File: src/rtl/fifo_push_arbiter_if.sv
// Purpose: bundles the producer-side request bus, shared-FIFO push/pop strobes and head-owner report.
// Latency: none, wires only.
// Backpressure: req_ready is the per-requester grant; fifo_full/fifo_pop gate it inside the arbiter.
//
// Ports (via modports):
//   master - producers/consumer side: drives req_valid, req_data, fifo_full, fifo_pop, flush
//   slave  - arbiter side: drives req_ready, fifo_push, fifo_data_in, head_valid, head_id
interface fifo_push_arbiter_if #(
    parameter int NUM_REQ    = 3,
    parameter int DATA_WIDTH = 32,
    parameter int ID_W       = (NUM_REQ > 1) ? $clog2(NUM_REQ) : 1
);
    logic [NUM_REQ-1:0]            req_valid;
    logic [NUM_REQ*DATA_WIDTH-1:0] req_data;
    logic [NUM_REQ-1:0]            req_ready;
    logic                          fifo_push;
    logic [DATA_WIDTH-1:0]         fifo_data_in;
    logic                          fifo_full;
    logic                          fifo_pop;
    logic                          head_valid;
    logic [ID_W-1:0]               head_id;
    logic                          flush;

    modport master (
        output req_valid, req_data, fifo_full, fifo_pop, flush,
        input  req_ready, fifo_push, fifo_data_in, head_valid, head_id
    );

    modport slave (
        input  req_valid, req_data, fifo_full, fifo_pop, flush,
        output req_ready, fifo_push, fifo_data_in, head_valid, head_id
    );
endinterface

File: src/rtl/fifo_push_arbiter.sv
// Purpose: round-robin arbiter sharing one FIFO between NUM_REQ producers, tagging entries with source ID.
// Latency: grant is combinational (0 cycles); head_valid/head_id follow a push by one cycle.
// Backpressure: no grant while the FIFO is full without a same-cycle pop, or the requester is at its cap.
//
// Ports:
//   clk  - clock
//   rst  - asynchronous active-high reset; combinational outputs are forced to 0 while it is high
//   bus  - fifo_push_arbiter_if.slave: requester valid/data/ready, FIFO push/data/full/pop,
//          head owner report (head_valid/head_id) and synchronous flush
module fifo_push_arbiter #(
    parameter int NUM_REQ         = 3,
    parameter int FIFO_DEPTH      = 4,
    parameter int DATA_WIDTH      = 32,
    parameter int MAX_OUTSTANDING = 2
) (
    input  logic                clk,
    input  logic                rst,
    fifo_push_arbiter_if.slave  bus
);
    localparam int ID_W  = (NUM_REQ > 1) ? $clog2(NUM_REQ) : 1;
    localparam int PTR_W = (FIFO_DEPTH > 1) ? $clog2(FIFO_DEPTH) : 1;
    localparam int CNT_W = $clog2(FIFO_DEPTH) + 1;
    localparam int OUT_W = $clog2(MAX_OUTSTANDING + 1);

    localparam logic [ID_W-1:0]  RR_RESET = ID_W'(NUM_REQ - 1);
    localparam logic [OUT_W-1:0] OUT_MAX  = OUT_W'(MAX_OUTSTANDING);
    localparam logic [CNT_W-1:0] CNT_MAX  = CNT_W'(FIFO_DEPTH);
    localparam logic [PTR_W-1:0] PTR_LAST = PTR_W'(FIFO_DEPTH - 1);

    logic [ID_W-1:0]    rr_ptr;
    logic [ID_W-1:0]    tag_mem [FIFO_DEPTH];
    logic [PTR_W-1:0]   head_ptr;
    logic [PTR_W-1:0]   tail_ptr;
    logic [CNT_W-1:0]   tag_count;
    logic [OUT_W-1:0]   outstanding [NUM_REQ];

    logic               head_valid_int;
    logic [ID_W-1:0]    head_tag;
    logic               pop_eff;
    logic               space;
    logic               push;
    logic               found;
    logic [ID_W-1:0]    winner;
    logic [ID_W-1:0]    idx;
    logic [NUM_REQ-1:0] pop_credit;
    logic [NUM_REQ-1:0] eligible;
    logic [NUM_REQ-1:0] win_oh;
    logic [NUM_REQ-1:0] grant;

    function automatic logic [PTR_W-1:0] ptr_inc(input logic [PTR_W-1:0] p);
        return (p == PTR_LAST) ? '0 : p + 1'b1;
    endfunction

    assign head_valid_int = (tag_count != '0);
    assign head_tag       = tag_mem[head_ptr];

    // A pop during flush is dropped; a pop on an empty queue is illegal and also dropped.
    assign pop_eff = bus.fifo_pop & head_valid_int & ~bus.flush;
    assign space   = ~bus.fifo_full | bus.fifo_pop;

    // The entry being popped this cycle frees its owner's slot immediately, so a
    // requester sitting at its cap can be granted in the same cycle its head leaves.
    always_comb begin
        pop_credit = '0;
        eligible   = '0;
        for (int i = 0; i < NUM_REQ; i++) begin
            pop_credit[i] = pop_eff && (head_tag == ID_W'(i));
            eligible[i]   = bus.req_valid[i] &&
                            ((outstanding[i] < OUT_MAX) || pop_credit[i]);
        end
    end

    // Round-robin search starting one past the last winner.
    always_comb begin
        win_oh = '0;
        winner = '0;
        found  = 1'b0;
        idx    = '0;
        for (int k = 1; k <= NUM_REQ; k++) begin
            idx = ID_W'((int'(rr_ptr) + k) % NUM_REQ);
            if (!found && eligible[idx]) begin
                found       = 1'b1;
                win_oh[idx] = 1'b1;
                winner      = idx;
            end
        end
    end

    assign grant = (found && space && !bus.flush && !rst) ? win_oh : '0;
    assign push  = |grant;

    always_comb begin
        bus.fifo_data_in = '0;
        for (int i = 0; i < NUM_REQ; i++) begin
            if (grant[i]) begin
                bus.fifo_data_in = bus.req_data[i*DATA_WIDTH +: DATA_WIDTH];
            end
        end
    end

    assign bus.req_ready  = grant;
    assign bus.fifo_push  = push;
    assign bus.head_valid = head_valid_int & ~rst;
    // Stale tags stay in memory after a flush, so the ID is masked when the queue is empty.
    assign bus.head_id    = (head_valid_int && !rst) ? head_tag : '0;

    // Tag queue: circular buffer of source IDs in FIFO order.
    always_ff @(posedge clk or posedge rst) begin
        if (rst) begin
            head_ptr  <= '0;
            tail_ptr  <= '0;
            tag_count <= '0;
            for (int i = 0; i < FIFO_DEPTH; i++) begin
                tag_mem[i] <= '0;
            end
        end else if (bus.flush) begin
            head_ptr  <= '0;
            tail_ptr  <= '0;
            tag_count <= '0;
        end else begin
            if (push) begin
                tag_mem[tail_ptr] <= winner;
                tail_ptr          <= ptr_inc(tail_ptr);
            end
            if (pop_eff) begin
                head_ptr <= ptr_inc(head_ptr);
            end
            case ({push, pop_eff})
                2'b10:   tag_count <= tag_count + 1'b1;
                2'b01:   tag_count <= tag_count - 1'b1;
                default: tag_count <= tag_count;
            endcase
        end
    end

    // Per-requester occupancy of the shared FIFO.
    always_ff @(posedge clk or posedge rst) begin
        if (rst) begin
            for (int i = 0; i < NUM_REQ; i++) begin
                outstanding[i] <= '0;
            end
        end else if (bus.flush) begin
            for (int i = 0; i < NUM_REQ; i++) begin
                outstanding[i] <= '0;
            end
        end else begin
            for (int i = 0; i < NUM_REQ; i++) begin
                case ({grant[i], pop_credit[i]})
                    2'b10:   outstanding[i] <= outstanding[i] + 1'b1;
                    2'b01:   outstanding[i] <= outstanding[i] - 1'b1;
                    default: outstanding[i] <= outstanding[i];
                endcase
            end
        end
    end

    always_ff @(posedge clk or posedge rst) begin
        if (rst) begin
            rr_ptr <= RR_RESET;
        end else if (bus.flush) begin
            rr_ptr <= RR_RESET;
        end else if (push) begin
            rr_ptr <= winner;
        end
    end

    a_pop_needs_head: assert property (@(posedge clk) disable iff (rst)
        bus.fifo_pop |-> head_valid_int);

    a_tag_count_bound: assert property (@(posedge clk) disable iff (rst)
        tag_count <= CNT_MAX);

    a_no_push_when_full: assert property (@(posedge clk) disable iff (rst)
        !(push && bus.fifo_full && !bus.fifo_pop));
endmodule
File: src/flat_wrapper.sv
// flat-port wrapper written by rule: the top's interface ports become plain ports
module fifo_push_arbiter_flat 
#(
    parameter int NUM_REQ         = 3,
    parameter int FIFO_DEPTH      = 4,
    parameter int DATA_WIDTH      = 32,
    parameter int MAX_OUTSTANDING = 2
)
  (clk, rst, bus_req_valid, bus_req_data, bus_fifo_full, bus_fifo_pop, bus_flush, bus_req_ready, bus_fifo_push, bus_fifo_data_in, bus_head_valid, bus_head_id);
  fifo_push_arbiter_if #(.NUM_REQ(NUM_REQ), .DATA_WIDTH(DATA_WIDTH)) bus_i ();
  input  logic clk;
  input  logic rst;
  input wire logic [$bits(bus_i.req_valid)-1:0] bus_req_valid;
  input wire logic [$bits(bus_i.req_data)-1:0] bus_req_data;
  input wire logic [$bits(bus_i.fifo_full)-1:0] bus_fifo_full;
  input wire logic [$bits(bus_i.fifo_pop)-1:0] bus_fifo_pop;
  input wire logic [$bits(bus_i.flush)-1:0] bus_flush;
  output wire logic [$bits(bus_i.req_ready)-1:0] bus_req_ready;
  output wire logic [$bits(bus_i.fifo_push)-1:0] bus_fifo_push;
  output wire logic [$bits(bus_i.fifo_data_in)-1:0] bus_fifo_data_in;
  output wire logic [$bits(bus_i.head_valid)-1:0] bus_head_valid;
  output wire logic [$bits(bus_i.head_id)-1:0] bus_head_id;
  assign bus_i.req_valid = bus_req_valid;
  assign bus_i.req_data = bus_req_data;
  assign bus_i.fifo_full = bus_fifo_full;
  assign bus_i.fifo_pop = bus_fifo_pop;
  assign bus_i.flush = bus_flush;
  assign bus_req_ready = bus_i.req_ready;
  assign bus_fifo_push = bus_i.fifo_push;
  assign bus_fifo_data_in = bus_i.fifo_data_in;
  assign bus_head_valid = bus_i.head_valid;
  assign bus_head_id = bus_i.head_id;
  fifo_push_arbiter #(.NUM_REQ(NUM_REQ), .FIFO_DEPTH(FIFO_DEPTH), .DATA_WIDTH(DATA_WIDTH), .MAX_OUTSTANDING(MAX_OUTSTANDING)) u_core (.clk(clk), .rst(rst), .bus(bus_i));
endmodule
File: config.mk
export PLATFORM = sky130hd
export DESIGN_NAME = fifo_push_arbiter_flat
export DESIGN_NICKNAME = d
export VERILOG_FILES = /design/src/rtl/fifo_push_arbiter_if.sv /design/src/rtl/fifo_push_arbiter.sv /design/src/flat_wrapper.sv
export SDC_FILE = /design/constraint.sdc
export NUM_CORES = 1
export LEC_CHECK = 0
export CORE_ASPECT_RATIO = 0.8
export CORE_MARGIN = 2
export CORE_UTILIZATION = 43
export CTS_BUF_LIST = sky130_fd_sc_hd__clkbuf_8
export CTS_CLUSTER_DIAMETER = 50
export DETAILED_ROUTE_END_ITERATION = 12
export PLACE_DENSITY_LB_ADDON = 0.08
export SKIP_CTS_REPAIR_TIMING = 1
export SLEW_MARGIN = 20
export SYNTH_ARGS = -nofsm -noshare
export SYNTH_HDL_FRONTEND = slang
export SYNTH_SLANG_ARGS = --single-unit
export TNS_END_PERCENT = 30
File: constraint.sdc
create_clock -name clk -period 7.4 [get_ports clk]
set_input_delay 1.48 -clock clk [delete_from_list [all_inputs] [get_ports clk]]
set_output_delay 1.48 -clock clk [all_outputs]
set_load 0.02 [all_outputs]
==> impl_metrics.env, run 1 <==
export IMPL_cts_buffers_inserted=3
export IMPL_crit_fanout=32
export IMPL_pre_cts_slack_ns=0.433
export IMPL_wl_per_cell_um=17.1
export IMPL_slowest_stage="clkdlybuf4s50_1"
export IMPL_switching_share_pct=45.2
export IMPL_design_core_area_um2=5530
export IMPL_vdd_ir_drop_max_mv=0.148
export IMPL_initial_core_util_pct=45.0
export IMPL_power_leakage_nw=1.51
export IMPL_r2r_end="u_core.tag_count[2]"
export IMPL_synth_area_leaders="dfrtp_1 (22%), a22oi_1 (9.7%), nand2_1 (7.4%)"
export IMPL_seq_area_frac_synth_pct=23.2
export IMPL_cp_required_ns=5.92
export IMPL_endpoint_kind="primary output"
export IMPL_drt_pre_antenna_iters=5
export IMPL_synthToLayoutAreaGrowth_pct=62.2
export IMPL_worst_path_buf_inv=3
export IMPL_h_tree_depth=1
export IMPL_final_max_slew_viol_count=0
export IMPL_root_buffer="clkbuf_8"
export IMPL_dieHeight_um=72.0
export IMPL_crit_path_end="bus_fifo_data_in[22]"
export IMPL_rrSetupSlack_ns=2.10
export IMPL_combPwrFrac_pct=66.5
export IMPL_start_kind="primary input"
export IMPL_tightest_slew_ns=0.588
export IMPL_r2r_start="u_core.head_ptr[1]"
export IMPL_netlist_top_cells_count="nand2_1 (49), a22oi_1 (32), o21ai_0 (28), dfrtp_1 (22), nor2_1 (20)"
export IMPL_antenna_found_initial=0
export IMPL_grt_pass1_wl_um=13700
export IMPL_dp_cells=520
export IMPL_row_count=24
export IMPL_post_route_period_util_pct=95.3
export IMPL_dp_hpwl_um=6970
export IMPL_reg2reg_depth=15
export IMPL_synth_top_area_share_pct=22.2
export IMPL_rsz0062_at_grt="no"
export IMPL_die_w_um=89.0
export IMPL_status="completed"
export IMPL_nets=561
export IMPL_grt_usage_pct=27.1
export IMPL_drv_cap=0
export IMPL_crit_path_start="bus_fifo_pop"
export IMPL_hold_slack_ns=0.515
export IMPL_clockBufferDepth=2
export IMPL_async_reset_ff_share_pct=100
export IMPL_hold_class="reg -> reg"
export IMPL_fmaxAchievable_ghz=0.142
export IMPL_yosysMostFrequentCell="nand2_1"
export IMPL_synth_area_leader_cell="dfrtp_1"
export IMPL_cts_num_sinks=23
export IMPL_critPathMaxStageDelay_ns=0.67
export IMPL_fill_cells=451
export IMPL_path_cells="clkdlybuf4s50_1 -> nand2b_1 -> o41ai_2 -> nand2_1 -> a2111oi_0 -> o211ai_1 -> a41oi_4 -> and3_1 -> buf_4 -> a22oi_1 -> o21ai_0 -> clkdlybuf4s50_1"
export IMPL_post_route_drc_count=0
export IMPL_crit_top_cell="clkdlybuf4s50_1"
export IMPL_hold_viol=0
export IMPL_synth_edf_count=0
export IMPL_ant_nets=0
export IMPL_crit_family="compound AO/OA/AOI/OAI gates"
export IMPL_clk_latency_ns=0.27
export IMPL_overflow=0
export IMPL_worstSetupPathType="in -> out"
export IMPL_final_cells=524
export IMPL_min_period_ns=7.05
export IMPL_vias=3020
export IMPL_skew_ns=0.00617
export IMPL_routed_wirelength_um=8940
export IMPL_power_density_nw_per_um2=204
export IMPL_tns_ns=0
export IMPL_switchingPower_mw=0.372
export IMPL_ys_seq_elements=23
export IMPL_drive_gt1_share_pct=8.07
export IMPL_syn_avg_cell_area_um2=7.86
export IMPL_routed_via_density=5.76
export IMPL_seqPwrFrac_pct=23.7
export IMPL_ys_flop_type="dfrtp_1"
export IMPL_setup_viol=0
export IMPL_grt_max_degree=59
export IMPL_intPower_mw=0.451
export IMPL_synth_distinct_cells=59
export IMPL_io_buffers=142
export IMPL_maxSlewHeadroom_pct=60.8
export IMPL_syn_inst=316
export IMPL_die_area_um2=6410
export IMPL_crit_cells=12
export IMPL_synth_net_count=430
export IMPL_setup_ws_ns=0.347
export IMPL_top_level_ports=143
export IMPL_place_congestion=0.870
export IMPL_syn_area_um2=2480
export IMPL_clock_power_share_pct=9.8
export IMPL_synth_warnings=0
export IMPL_grt_pass1_vias=2762
export IMPL_diodes=0
export IMPL_cts_clk_slew_worst_paths_ns=0.08
export IMPL_arrival_ns=5.57
export IMPL_first_iter_violations=209
export IMPL_cts_tree="built"
export IMPL_min_delay_start="u_core.tag_mem[2]"
## how the worst min path moves through the flow
| stage | endpoint | cells past startpoint |
|---|---|---|
| 2_1_floorplan | u_core.tag_mem[4] | 1 |
| 3_3_place_gp | u_core.tag_mem[0] | 1 |
| 3_5_place_dp | u_core.tag_mem[2] | 1 |
| 4_1_cts | u_core.tag_mem[2] | 1 |
| 5_1_grt | u_core.tag_mem[2] | 1 |
| 6_report | u_core.tag_mem[2] | 1 |
## flip-flops by register name (all words and copies together) (netlist names)
name / flops
u_core.outstanding: 6
u_core.rr_ptr: 2
u_core.tail_ptr: 2
u_core.tag_mem: 8
u_core.tag_count: 3
u_core.head_ptr: 2
## per-layer routing
layer / up-vias / track usage [%] / part of all wire (%) / wire length [um]
li1: 1442 / - / - / -
met1: 1433 / 37.0 / 41 / 3670
met2: 123 / 45.4 / 50 / 4430
met3: 22 / 4.66 / 7.3 / 650
met4: 0 / 5.47 / 2.1 / 189
met5: - / 0 / 0 / 0
## logic make-up after synthesis
group           synth area share (%)
flops                           23.2
simple gates                    25.2
buf+inv                         6.24
xor+xnor                        2.72
compound gates                  29.9
fa+ha+maj                       5.34
mux                             7.45
## cells in the final DEF (no fill, tap or decap), types with 3 or more instances in the layout
cell type and instances:
nand2_1 49, mux2i_1 5, a21oi_1 8, inv_1 10
ha_1 9, o21ai_0 28, mux2_2 8, xnor2_1 4
buf_4 8, nor2_1 20, clkdlybuf4s50_1 142, o21ai_1 12
nor3_1 6, and3_1 5, nand3_1 8, clkbuf_8 3
o31ai_1 4, a22oi_1 32, nand4_1 5, or3_1 4
dfrtp_1 22
## area by class of cell
cell class	count	area, um2	share of cell area, %
clock buffer	3	41.3	1.02
clock inverter	1	5.00	0.124
inverter	10	37.5	0.931
multi-input combinational	258	1770	43.9
sequential	23	577	14.3
tap	78	97.6	2.42
timing repair buffer	151	1500	37.2
## power groups by stage
stage | Combinational (mW) | Clock (mW) | Sequential, mW
after CTS | 0.544 | 0.0823 | 0.195
after floorplan | 0.341 | 0 | 0.188
after global placement | 0.527 | 0 | 0.194
after global routing | 0.594 | 0.0872 | 0.201
final | 0.547 | 0.0807 | 0.195
after detailed placement | 0.540 | 0 | 0.197
## through the flow
step / power, mW / cell area, um2 / util [%]
floorplan: 0.529 / 2480 / -
global placement: 0.722 / 3990 / 72.1
detailed placement: 0.737 / 3990 / 72.1
CTS: 0.821 / 4030 / 73.0
global route: 0.882 / 4030 / 73.0
finish: 0.823 / 4030 / 73.0
(Power assumes the default switching activity.)
==> inputs of run 2 (changes only) <==
--- a/config.mk
+++ b/config.mk
@@ -5,10 +5,11 @@
 export SDC_FILE = /design/constraint.sdc
 export NUM_CORES = 1
 export LEC_CHECK = 0
+export CELL_PAD_IN_SITES_DETAIL_PLACEMENT = 2
+export CELL_PAD_IN_SITES_GLOBAL_PLACEMENT = 2
 export CORE_ASPECT_RATIO = 0.8
 export CORE_MARGIN = 2
-export CORE_UTILIZATION = 43
-export CTS_BUF_LIST = sky130_fd_sc_hd__clkbuf_8
+export CORE_UTILIZATION = 22
 export CTS_CLUSTER_DIAMETER = 50
 export DETAILED_ROUTE_END_ITERATION = 12
 export PLACE_DENSITY_LB_ADDON = 0.08
==> impl_metrics.env, run 2 (synthesis results as in run 1) <==
export IMPL_antenna_found_initial=0
export IMPL_grt_pass1_vias=3228
export IMPL_slowest_stage="clkdlybuf4s50_1"
export IMPL_fmaxAchievable_ghz=0.142
export IMPL_grt_max_degree=76
export IMPL_die_w_um=123
export IMPL_diodes=0
export IMPL_hold_class="reg -> reg"
export IMPL_skew_ns=0.00427
export IMPL_drive_gt1_share_pct=8.05
export IMPL_post_route_drc_count=0
export IMPL_maxSlewHeadroom_pct=46.8
export IMPL_row_count=34
export IMPL_routed_wirelength_um=11100
export IMPL_synthToLayoutAreaGrowth_pct=67.5
export IMPL_post_route_period_util_pct=95.2
export IMPL_largest_reg_flops=8
export IMPL_wl_per_cell_um=18.7
export IMPL_arrival_ns=5.56
export IMPL_cts_buffers_inserted=3
export IMPL_fin_area_um2=4160
export IMPL_overflow=0
export IMPL_drv_cap=0
export IMPL_dp_hpwl_um=8560
export IMPL_root_buffer="clkbuf_16"
export IMPL_design_core_area_um2=10900
export IMPL_worst_path_buf_inv=5
export IMPL_place_congestion=0.809
export IMPL_vdd_ir_drop_max_mv=0.124
export IMPL_hold_slack_ns=0.507
export IMPL_crit_family="buffers and inverters"
export IMPL_critPathMaxStageDelay_ns=0.66
export IMPL_final_cell_mix="clkdlybuf4s50_1 (142), nand2_1 (49), a22oi_1 (32)"
export IMPL_vias=3004
export IMPL_largestRegisters="u_core.tag_mem x8, u_core.outstanding x6, u_core.tag_count x3"
export IMPL_final_max_slew_viol_count=0
export IMPL_path_cells="clkdlybuf4s50_1 -> nand2b_1 -> o41ai_2 -> nand2_1 -> a2111oi_0 -> o211ai_1 -> buf_4 -> buf_4 -> a21oi_4 -> buf_4 -> a22oi_1 -> o21ai_0 -> clkdlybuf4s50_1"
export IMPL_grt_usage_pct=17.9
export IMPL_status="completed"
export IMPL_initial_core_util_pct=22.7
export IMPL_cp_required_ns=5.92
export IMPL_top_register="u_core.tag_mem"
export IMPL_first_iter_violations=131
export IMPL_cts_clk_slew_worst_paths_ns=0.07
export IMPL_min_period_ns=7.04
export IMPL_hold_viol=0
export IMPL_routed_via_density=5.08
export IMPL_crit_top_cell="buf_4"
export IMPL_cts_num_sinks=23
export IMPL_ant_nets=0
export IMPL_dieHeight_um=99.1
export IMPL_io_buffers=142
export IMPL_endpoint_kind="primary output"
export IMPL_power_density_nw_per_um2=214
export IMPL_tightest_slew_ns=0.786
export IMPL_rsz0062_at_grt="no"
export IMPL_clk_latency_ns=0.26
export IMPL_crit_fanout=38
export IMPL_tns_ns=0
export IMPL_top_level_ports=143
export IMPL_power_leakage_nw=1.53
export IMPL_mostFrequentLayoutCell="clkdlybuf4s50_1"
export IMPL_nets=562
export IMPL_start_kind="primary input"
export IMPL_grt_pass1_wl_um=17400
export IMPL_drt_pre_antenna_iters=4
export IMPL_die_area_um2=12200
export IMPL_place_area_um2=4070
export IMPL_worstSetupPathType="in -> out"
export IMPL_setup_viol=0
export IMPL_cts_tree="built"
export IMPL_h_tree_depth=1
export IMPL_clockBufferDepth=2
==> run 2: routing by layer <==
layer / global-route usage, % / vias to the layer above / wire length (um)
li1: - / 1440 / -
met4: 1.33 / 0 / 57
met3: 3.18 / 4 / 524
met1: 22.3 / 1479 / 4730
met2: 33.4 / 81 / 5740
met5: 0 / - / 0
==> run 2: area by class of cell <==
type,instances,area (um2)
tap,144,180
sequential,23,577
timing repair buffer,152,1510
clock buffer,4,78.8
multi-input combinational,258,1780
inverter,10,37.5
fill,1262,6770
==> run 2: stage by stage <==
step	worst slack, ns	power (mW)	std cells	utilization (%)
after floorplan	1.59	0.529	316	-
after global placement	0.466	0.750	585	37.2
after detailed placement	0.257	0.767	585	37.2
after CTS	0.238	0.898	589	37.9
after global routing	0.0766	0.961	591	38.1
final	0.356	0.891	591	38.1
==> run 2: worst reg2reg max path, stage by stage, from the launching register on <==
cell	delay (ns)
dfrtp_1	0.44
mux4_2	0.67
o41ai_2	0.54
nand2_1	0.19
a2111oi_0	0.53
o211ai_1	0.17
buf_4	0.20
buf_4	0.14
a21oi_4	0.10
buf_4	0.40
or3_1	0.23
buf_4	0.25
nor3_1	0.10
fa_1	0.46
or4_1	0.54
o31ai_1	0.23
a2111o_1	0.13
==> run 2: where the power goes <==
part           internal (mW)  switching, mW  leakage (nW)
sequential             0.162         0.0368         0.311
clock                 0.0738         0.0511        0.0382
combinational          0.253          0.314          1.18
==> run 2: final timing paths <==
check,start,to,slack (ns),cells after the start
max in group asynchronous,rst,u_core.rr_ptr[1],5.30,3
hold / removal,u_core.tag_mem[1],u_core.tag_mem[1],0.51,1
setup / recovery,bus_fifo_pop,bus_fifo_data_in[26],0.36,13
setup reg to reg,u_core.head_ptr[1],u_core.tag_count[2],2.02,16
min in group asynchronous,rst,u_core.head_ptr[0],1.80,3
hold reg to reg,u_core.tag_mem[1],u_core.tag_mem[1],0.51,1
==> inputs of run 3 (changes only) <==
--- a/config.mk
+++ b/config.mk
@@ -18,4 +18,4 @@
 export SYNTH_ARGS = -nofsm -noshare
 export SYNTH_HDL_FRONTEND = slang
 export SYNTH_SLANG_ARGS = --single-unit
-export TNS_END_PERCENT = 30
+export TNS_END_PERCENT = 5
==> results of run 3 <==
Same layout as run 2: the final DEF is identical, and so are final timing and power.
